### src/rtl/execute_forwarding_history.sv
// Execute-stage forwarding history: keeps the last DEPTH GR writebacks newest-first,
// serves parallel newest-match lookups and holds a registered stack-pointer copy.
module execute_forwarding_history #(
    parameter int DATA_W       = 32,
    parameter int DEST_W       = 5,
    parameter int DEPTH        = 4,
    parameter int LOOKUP_PORTS = 2,
    parameter int BYPASS       = 0
) (
    input  logic                           iCLOCK,
    input  logic                           inRESET,
    input  logic                           iRESET_SYNC,
    input  logic                           iWB_GR_VALID,
    input  logic [DATA_W-1:0]              iWB_GR_DATA,
    input  logic [DEST_W-1:0]              iWB_GR_DEST,
    input  logic                           iWB_GR_DEST_SYSREG,
    input  logic                           iWB_SPR_VALID,
    input  logic [DATA_W-1:0]              iWB_SPR_DATA,
    input  logic                           iWB_AUTO_SPR_VALID,
    input  logic [DATA_W-1:0]              iWB_AUTO_SPR_DATA,
    input  logic [DATA_W-1:0]              iCUUR_SPR_DATA,
    input  logic [LOOKUP_PORTS*DEST_W-1:0] iLK_DEST,
    input  logic [LOOKUP_PORTS-1:0]        iLK_SYSREG,
    output logic [LOOKUP_PORTS-1:0]        oLK_HIT,
    output logic [LOOKUP_PORTS*DATA_W-1:0] oLK_DATA,
    output logic                           oFDR_GR_VALID,
    output logic [DATA_W-1:0]              oFDR_GR_DATA,
    output logic [DEST_W-1:0]              oFDR_GR_DEST,
    output logic                           oFDR_GR_DEST_SYSREG,
    output logic [3:0]                     oFDR_COUNT,
    output logic                           oFDR_SPR_VALID,
    output logic [DATA_W-1:0]              oFDR_SPR_DATA,
    output logic [1:0]                     oFDR_SPR_SRC
);

    localparam logic [3:0] DEPTH_CNT = 4'(DEPTH);

    typedef enum logic [1:0] {
        SRC_NONE     = 2'd0,
        SRC_EXPLICIT = 2'd1,
        SRC_AUTO     = 2'd2,
        SRC_CURRENT  = 2'd3
    } spr_src_t;

    logic [DEPTH-1:0]             ent_valid;
    logic [DEPTH-1:0][DATA_W-1:0] ent_data;
    logic [DEPTH-1:0][DEST_W-1:0] ent_dest;
    logic [DEPTH-1:0]             ent_sysreg;
    logic [3:0]                   count;
    spr_src_t                     spr_src;

    // Entry 0 is always the newest writeback; the oldest falls off the end.
    always_ff @(posedge iCLOCK or negedge inRESET) begin
        if (!inRESET) begin
            ent_valid  <= '0;
            ent_data   <= '0;
            ent_dest   <= '0;
            ent_sysreg <= '0;
            count      <= '0;
        end else if (iRESET_SYNC) begin
            ent_valid  <= '0;
            ent_data   <= '0;
            ent_dest   <= '0;
            ent_sysreg <= '0;
            count      <= '0;
        end else if (iWB_GR_VALID) begin
            for (int i = DEPTH - 1; i > 0; i--) begin
                ent_valid[i]  <= ent_valid[i-1];
                ent_data[i]   <= ent_data[i-1];
                ent_dest[i]   <= ent_dest[i-1];
                ent_sysreg[i] <= ent_sysreg[i-1];
            end
            ent_valid[0]  <= 1'b1;
            ent_data[0]   <= iWB_GR_DATA;
            ent_dest[0]   <= iWB_GR_DEST;
            ent_sysreg[0] <= iWB_GR_DEST_SYSREG;
            if (count != DEPTH_CNT) begin
                count <= count + 4'd1;
            end
        end
    end

    always_ff @(posedge iCLOCK or negedge inRESET) begin
        if (!inRESET) begin
            oFDR_SPR_VALID <= 1'b0;
            oFDR_SPR_DATA  <= '0;
            spr_src        <= SRC_NONE;
        end else if (iRESET_SYNC) begin
            oFDR_SPR_VALID <= 1'b0;
            oFDR_SPR_DATA  <= '0;
            spr_src        <= SRC_NONE;
        end else begin
            oFDR_SPR_VALID <= 1'b1;
            if (iWB_SPR_VALID) begin
                oFDR_SPR_DATA <= iWB_SPR_DATA;
                spr_src       <= SRC_EXPLICIT;
            end else if (iWB_AUTO_SPR_VALID) begin
                oFDR_SPR_DATA <= iWB_AUTO_SPR_DATA;
                spr_src       <= SRC_AUTO;
            end else begin
                oFDR_SPR_DATA <= iCUUR_SPR_DATA;
                spr_src       <= SRC_CURRENT;
            end
        end
    end

    // Scan oldest to newest so the newest match overwrites; the bypass is applied last.
    always_comb begin
        oLK_HIT  = '0;
        oLK_DATA = '0;
        for (int k = 0; k < LOOKUP_PORTS; k++) begin
            for (int i = DEPTH - 1; i >= 0; i--) begin
                if (ent_valid[i] && (ent_dest[i] == iLK_DEST[k*DEST_W +: DEST_W])
                    && (ent_sysreg[i] == iLK_SYSREG[k])) begin
                    oLK_HIT[k]                   = 1'b1;
                    oLK_DATA[k*DATA_W +: DATA_W] = ent_data[i];
                end
            end
            if ((BYPASS != 0) && iWB_GR_VALID
                && (iWB_GR_DEST == iLK_DEST[k*DEST_W +: DEST_W])
                && (iWB_GR_DEST_SYSREG == iLK_SYSREG[k])) begin
                oLK_HIT[k]                   = 1'b1;
                oLK_DATA[k*DATA_W +: DATA_W] = iWB_GR_DATA;
            end
        end
    end

    assign oFDR_GR_VALID       = ent_valid[0];
    assign oFDR_GR_DATA        = ent_data[0];
    assign oFDR_GR_DEST        = ent_dest[0];
    assign oFDR_GR_DEST_SYSREG = ent_sysreg[0];
    assign oFDR_COUNT          = count;
    assign oFDR_SPR_SRC        = spr_src;

endmodule

### config.mk
export PLATFORM = sky130hd
export DESIGN_NAME = execute_forwarding_history
export DESIGN_NICKNAME = d
export VERILOG_FILES = /design/src/rtl/execute_forwarding_history.sv
export SDC_FILE = /design/constraint.sdc
export NUM_CORES = 1
export LEC_CHECK = 0
export ABC_CLOCK_PERIOD_IN_PS = 1900
export BUFFER_PORTS_ARGS = -buffer_cell sky130_fd_sc_hd__buf_2
export CAP_MARGIN = 20
export CELL_PAD_IN_SITES_DETAIL_PLACEMENT = 1
export CELL_PAD_IN_SITES_GLOBAL_PLACEMENT = 2
export CORE_MARGIN = 1.5
export CORE_UTILIZATION = 32
export DETAILED_ROUTE_END_ITERATION = 7
export PLACE_DENSITY = 0.92
export SYNTH_ARGS = -nofsm -noshare
export SYNTH_HDL_FRONTEND = slang
export SYNTH_SLANG_ARGS = --single-unit
### constraint.sdc
create_clock -name iCLOCK -period 1.9 [get_ports iCLOCK]
set_input_delay 0.19 -clock iCLOCK [delete_from_list [all_inputs] [get_ports iCLOCK]]
set_output_delay 0.19 -clock iCLOCK [all_outputs]
set_load 0.03 [all_outputs]
# After elaboration in Yosys (flattened, before gate mapping)
# Index checks and enable logic that the tools add are counted.
# Widths: inputs -> output; s select.
[word_totals]
out_inout_bits = 144
ff_bits = 195
[op_classes]
reduce_logical = 19
n_addsub = 1
muxes = 34
eq_ne = 17
[ops]
columns = ["operator", "count"]
rows = [
  ["$mux 32", 11],
  ["$mux 128", 2],
  ["$eq 5x5->1", 8],
  ["$mux 20", 2],
  ["$mux 4", 7],
  ["$logic_and 1x1->1", 16],
  ["$mux 1", 10],
  ["$eq 1x1->1", 8],
  ["$add 4x1->4 const B", 1],
  ["$mux 2", 2],
  ["$ne 4x3->1 const B", 1],
  ["$reduce_bool 2->1", 2],
  ["$reduce_and 2->1", 1],
]

# Logic depth before layout (Yosys ltp)
[logic_depth]
word_depth = 7
mapped_depth = 8
ltp_nobuf = 6

# Worst setup path after synthesis
# Ideal clock, no wire load.
[synth_path]
kind = "reg-to-output"
from = "register ent_dest[14] in the netlist's numbering"
to = "output oLK_DATA[29]"
arrival_ps = 2037
required_time_ps = 1710
stages_incl_launch_ff = 7
path_slack_ps = -327
cell_sequence = "dfrtp_1 -> xor2_1 -> nor3_2 -> and3_1 -> clkbuf_2 -> a211oi_1 -> a211oi_1"
[synth_via]
elab_chain_len = 6
[synth_rtl]
columns = ["element", "line", "source"]
rows = [
  ["start, declared", "47", "logic [DEPTH-1:0][DEST_W-1:0] ent_dest;"],
  ["start signal, assigned by index", "70", "ent_dest[i] <= ent_dest[i-1];"],
  ["$eq 5x5->1", "113", "if (ent_valid[i] && (ent_dest[i] == iLK_DEST[k*DEST_W +: DEST_W])"],
  ["$logic_and 1x1->1", "113", ""],
  ["$logic_and 1x1->1", "114", "&& (ent_sysreg[i] == iLK_SYSREG[k])) begin"],
  ["$mux 32 (3 in series)", "113", ""],
  ["end, declared", "25", "output logic [LOOKUP_PORTS*DATA_W-1:0] oLK_DATA,"],
]
# No other way between the ends.

# Worst setup path in the final report
[layout_path]
from = "register ent_dest[15] in the netlist's numbering"
to = "output oLK_DATA[48]"
[layout_via]
elab_chain_len = 7
[layout_rtl]
columns = ["element", "line"]
rows = [
  ["$eq 5x5->1", "113"],
  ["$logic_and 1x1->1", "113"],
  ["$logic_and 1x1->1", "114"],
  ["$mux 32 (4 in series)", "113"],
]
# No other way between the ends.

==> reports/metrics.yaml <==
htree_levels: 4
maxCapViolCount: 0
n_fill_cell: 3526
drcViolationCount: 0
min_path_type: "input pin to register"
hpwlAfterDp_mm: 25.2
multi_input_area_um2: 6260
clock.fmax_mhz: 378
arrival_ps: 2450
dpl-instance-area_um2: 13300
cts_buffers: 17
finalWorstSetupSlack_ps: -743
slew_violations: 0
power_density_nw_per_um2: 597
gp_routability_congestion: 0.802
ir_drop_uv: 631
synthCells: 1131
setup-violations-final: 66
dieWidth_um: 186
syn_avg_cell_area_um2: 9.51
end_kind: "primary output"
grt_start_max_net_pins: 67
grt-ovfl-total: 0
vias_per_cell: 5.20
initial_utilization_pct: 32.8
hold_viol: 0
synth_seq_cells: 195
rows: 66
hold_slack_ps: 21.0
clock_sink_count: 195
status: "finished, violations left"
most-common-layout-cells: "nor2_1, buf_2, dfrtp_1"
wl_mm: 41.1
dieArea_um2: 34700
power_mw: 9.83
ioPinCount: 296
grt_pass1_vias: 10800
die-height_um: 186
grt_usage_pct: 22.0
maxSlewHeadroom_pct: 63.1
vias: 10100
final_core_util_pct: 50.2
seq_area_um2: 4880
syn2layout_area_growth_pct: 53.2
antenna_left: 0
rsz0062_at_grt: "true"
fin_crit_sh_pct: 139
layout-drive-gt1-share_pct: 40.2
coreArea_um2: 32800
drt_iter0_drc: 566
period_minus_slack_ps: 2640
io_buffers: 295
dr.pass1.iters: 5
violations: "negative setup slack"
syn_nets: 1285
path_max_fanout: 19
tightest_slew_ps: 554
clk_pin_slew_worst_paths_ps: 70
cts_root_buf: "clkbuf_16"
nets: 1650
routedWlPerCell_um: 21.1
final_cell_area_um2: 16500
worst_setup_path_start_kind: "register"
p_leak_nw: 7.87
synth-seq-area-share_pct: 45.4
synth_area_um2: 10800
cts_buffer_depth: 2
skew_ps: 9.54
grt_pass1_wl_mm: 60.4
path_class: "register to primary output"
cp.required_ps: 1710
cts_tree: "built"
yosysWarnings: 0
insertion_delay_ps: 450
ys_types: 29
tns_ps: -45570
antenna_found_initial: 1
==> per-stage QoR <==
step,std cells,setup slack (ps)
4_1_cts,1931,-737
3_3_place_gp,1820,-269
5_1_grt,1951,-850
2_1_floorplan,1131,-54.3
3_5_place_dp,1820,-310
6_report,1951,-743
==> layer usage <==
layer | global-route usage (%) | vias up | share of wire, %
met5 | 0 | - | 0
met4 | 8.57 | 0 | 3.2
met3 | 4.42 | 81 | 5.0
met1 | 26.2 | 5067 | 40
li1 | - | 4639 | -
met2 | 38.9 | 352 | 51
==> power breakdown <==
| part | leakage, nW | total [mW] | switching (mW) | internal (mW) |
|---|---|---|---|---|
| Clock | 0.298 | 3.79 | 1.63 | 2.16 |
| Sequential | 2.64 | 4.46 | 0.164 | 4.29 |
| Combinational | 4.93 | 1.58 | 0.915 | 0.667 |
| Total | 7.87 | 9.83 | 2.71 | 7.12 |
==> worst paths after layout <==
check / startpoint / endpoint / slack, ps / depth (start not counted)
setup / recovery: ent_dest[15]$_DFFE_PN0P_ / oLK_DATA[48] / -740 / 8
hold / removal: iWB_SPR_DATA[9] / oFDR_SPR_DATA[9]$_DFF_PN0_ / 20 / 3
setup reg to reg: oFDR_COUNT[0]$_DFFE_PN0P_ / oFDR_COUNT[3]$_DFFE_PN0P_ / 570 / 4
hold reg to reg: ent_data[58]$_DFFE_PN0P_ / ent_data[58]$_DFFE_PN0P_ / 590 / 2
max in group asynchronous: inRESET / ent_dest[10]$_DFFE_PN0P_ / 940 / 3
min in group asynchronous: inRESET / ent_data[37]$_DFFE_PN0P_ / 310 / 2
==> kinds of logic after synthesis <==
family,synth area share (%)
AOI/OAI and AO/OA,13.4
DFF,45.4
and+or+nand+nor,12.4
muxes,17.4
adders and majority gates,0.233
buffers and inverters,7.21
xor gates and xnor gates,3.99
==> state kept, by name, summed over array words and instances, names as in the netlist <==
signal and count:
oFDR_GR_DATA 32, oFDR_SPR_SRC 2, oFDR_SPR_DATA 32, ent_data 96
ent_dest 15, ent_sysreg 4, ent_valid 4, oFDR_GR_DEST 5
oFDR_COUNT 4, oFDR_SPR_VALID 1
==> cells in the mapped netlist, drive strengths merged <==
library cell | n | area share, %
nand3 | 5 | 0.23
nor3 | 9 | 0.60
a311oi | 2 | 0.49
a211oi | 4 | 0.33
inv | 5 | 0.17
clkbuf | 50 | 1.8
nor2 | 229 | 8.0
buf | 82 | 5.3
dfrtp | 195 | 45
mux2i | 187 | 17
and3 | 2 | 0.12
o21ai | 124 | 5.8
or4 | 2 | 0.14
nand2 | 71 | 2.5
xnor2 | 35 | 2.9
ha | 2 | 0.23
or3 | 5 | 0.29
a21oi | 37 | 1.7
a221oi | 62 | 5.0
and2 | 2 | 0.16
xor2 | 14 | 1.1
nand4 | 7 | 0.41
==> worst max-delay path: stages (launching register included) <==
cell and delay (ps):
dfrtp_2 450, xnor2_2 190, nand4_1 210, a311oi_4 350, buf_12 160, buf_12 180
a221oi_1 110, o21ai_2 190, buf_6 150
==> layout make-up <==
type | count | area share [%]
Inverter | 5 | 0.114
Clock inverter | 10 | 0.798
Sequential cell | 195 | 29.7
Multi-Input combinational cell | 799 | 38.0
Tap cell | 442 | 3.36
Clock buffer | 21 | 2.86
Antenna cell | 1 | 0.0152
Timing Repair Buffer | 478 | 25.2
==> what timing repair did <==
item,CTS,global route
gates resized for setup,225,111
hold endpoints to repair,105,0
hold buffers,59,0
cloned,6,7
setup buffers,15,12
endpoints found under the setup margin,66,66
pin swaps,25,44
(Power assumes the default switching activity.)
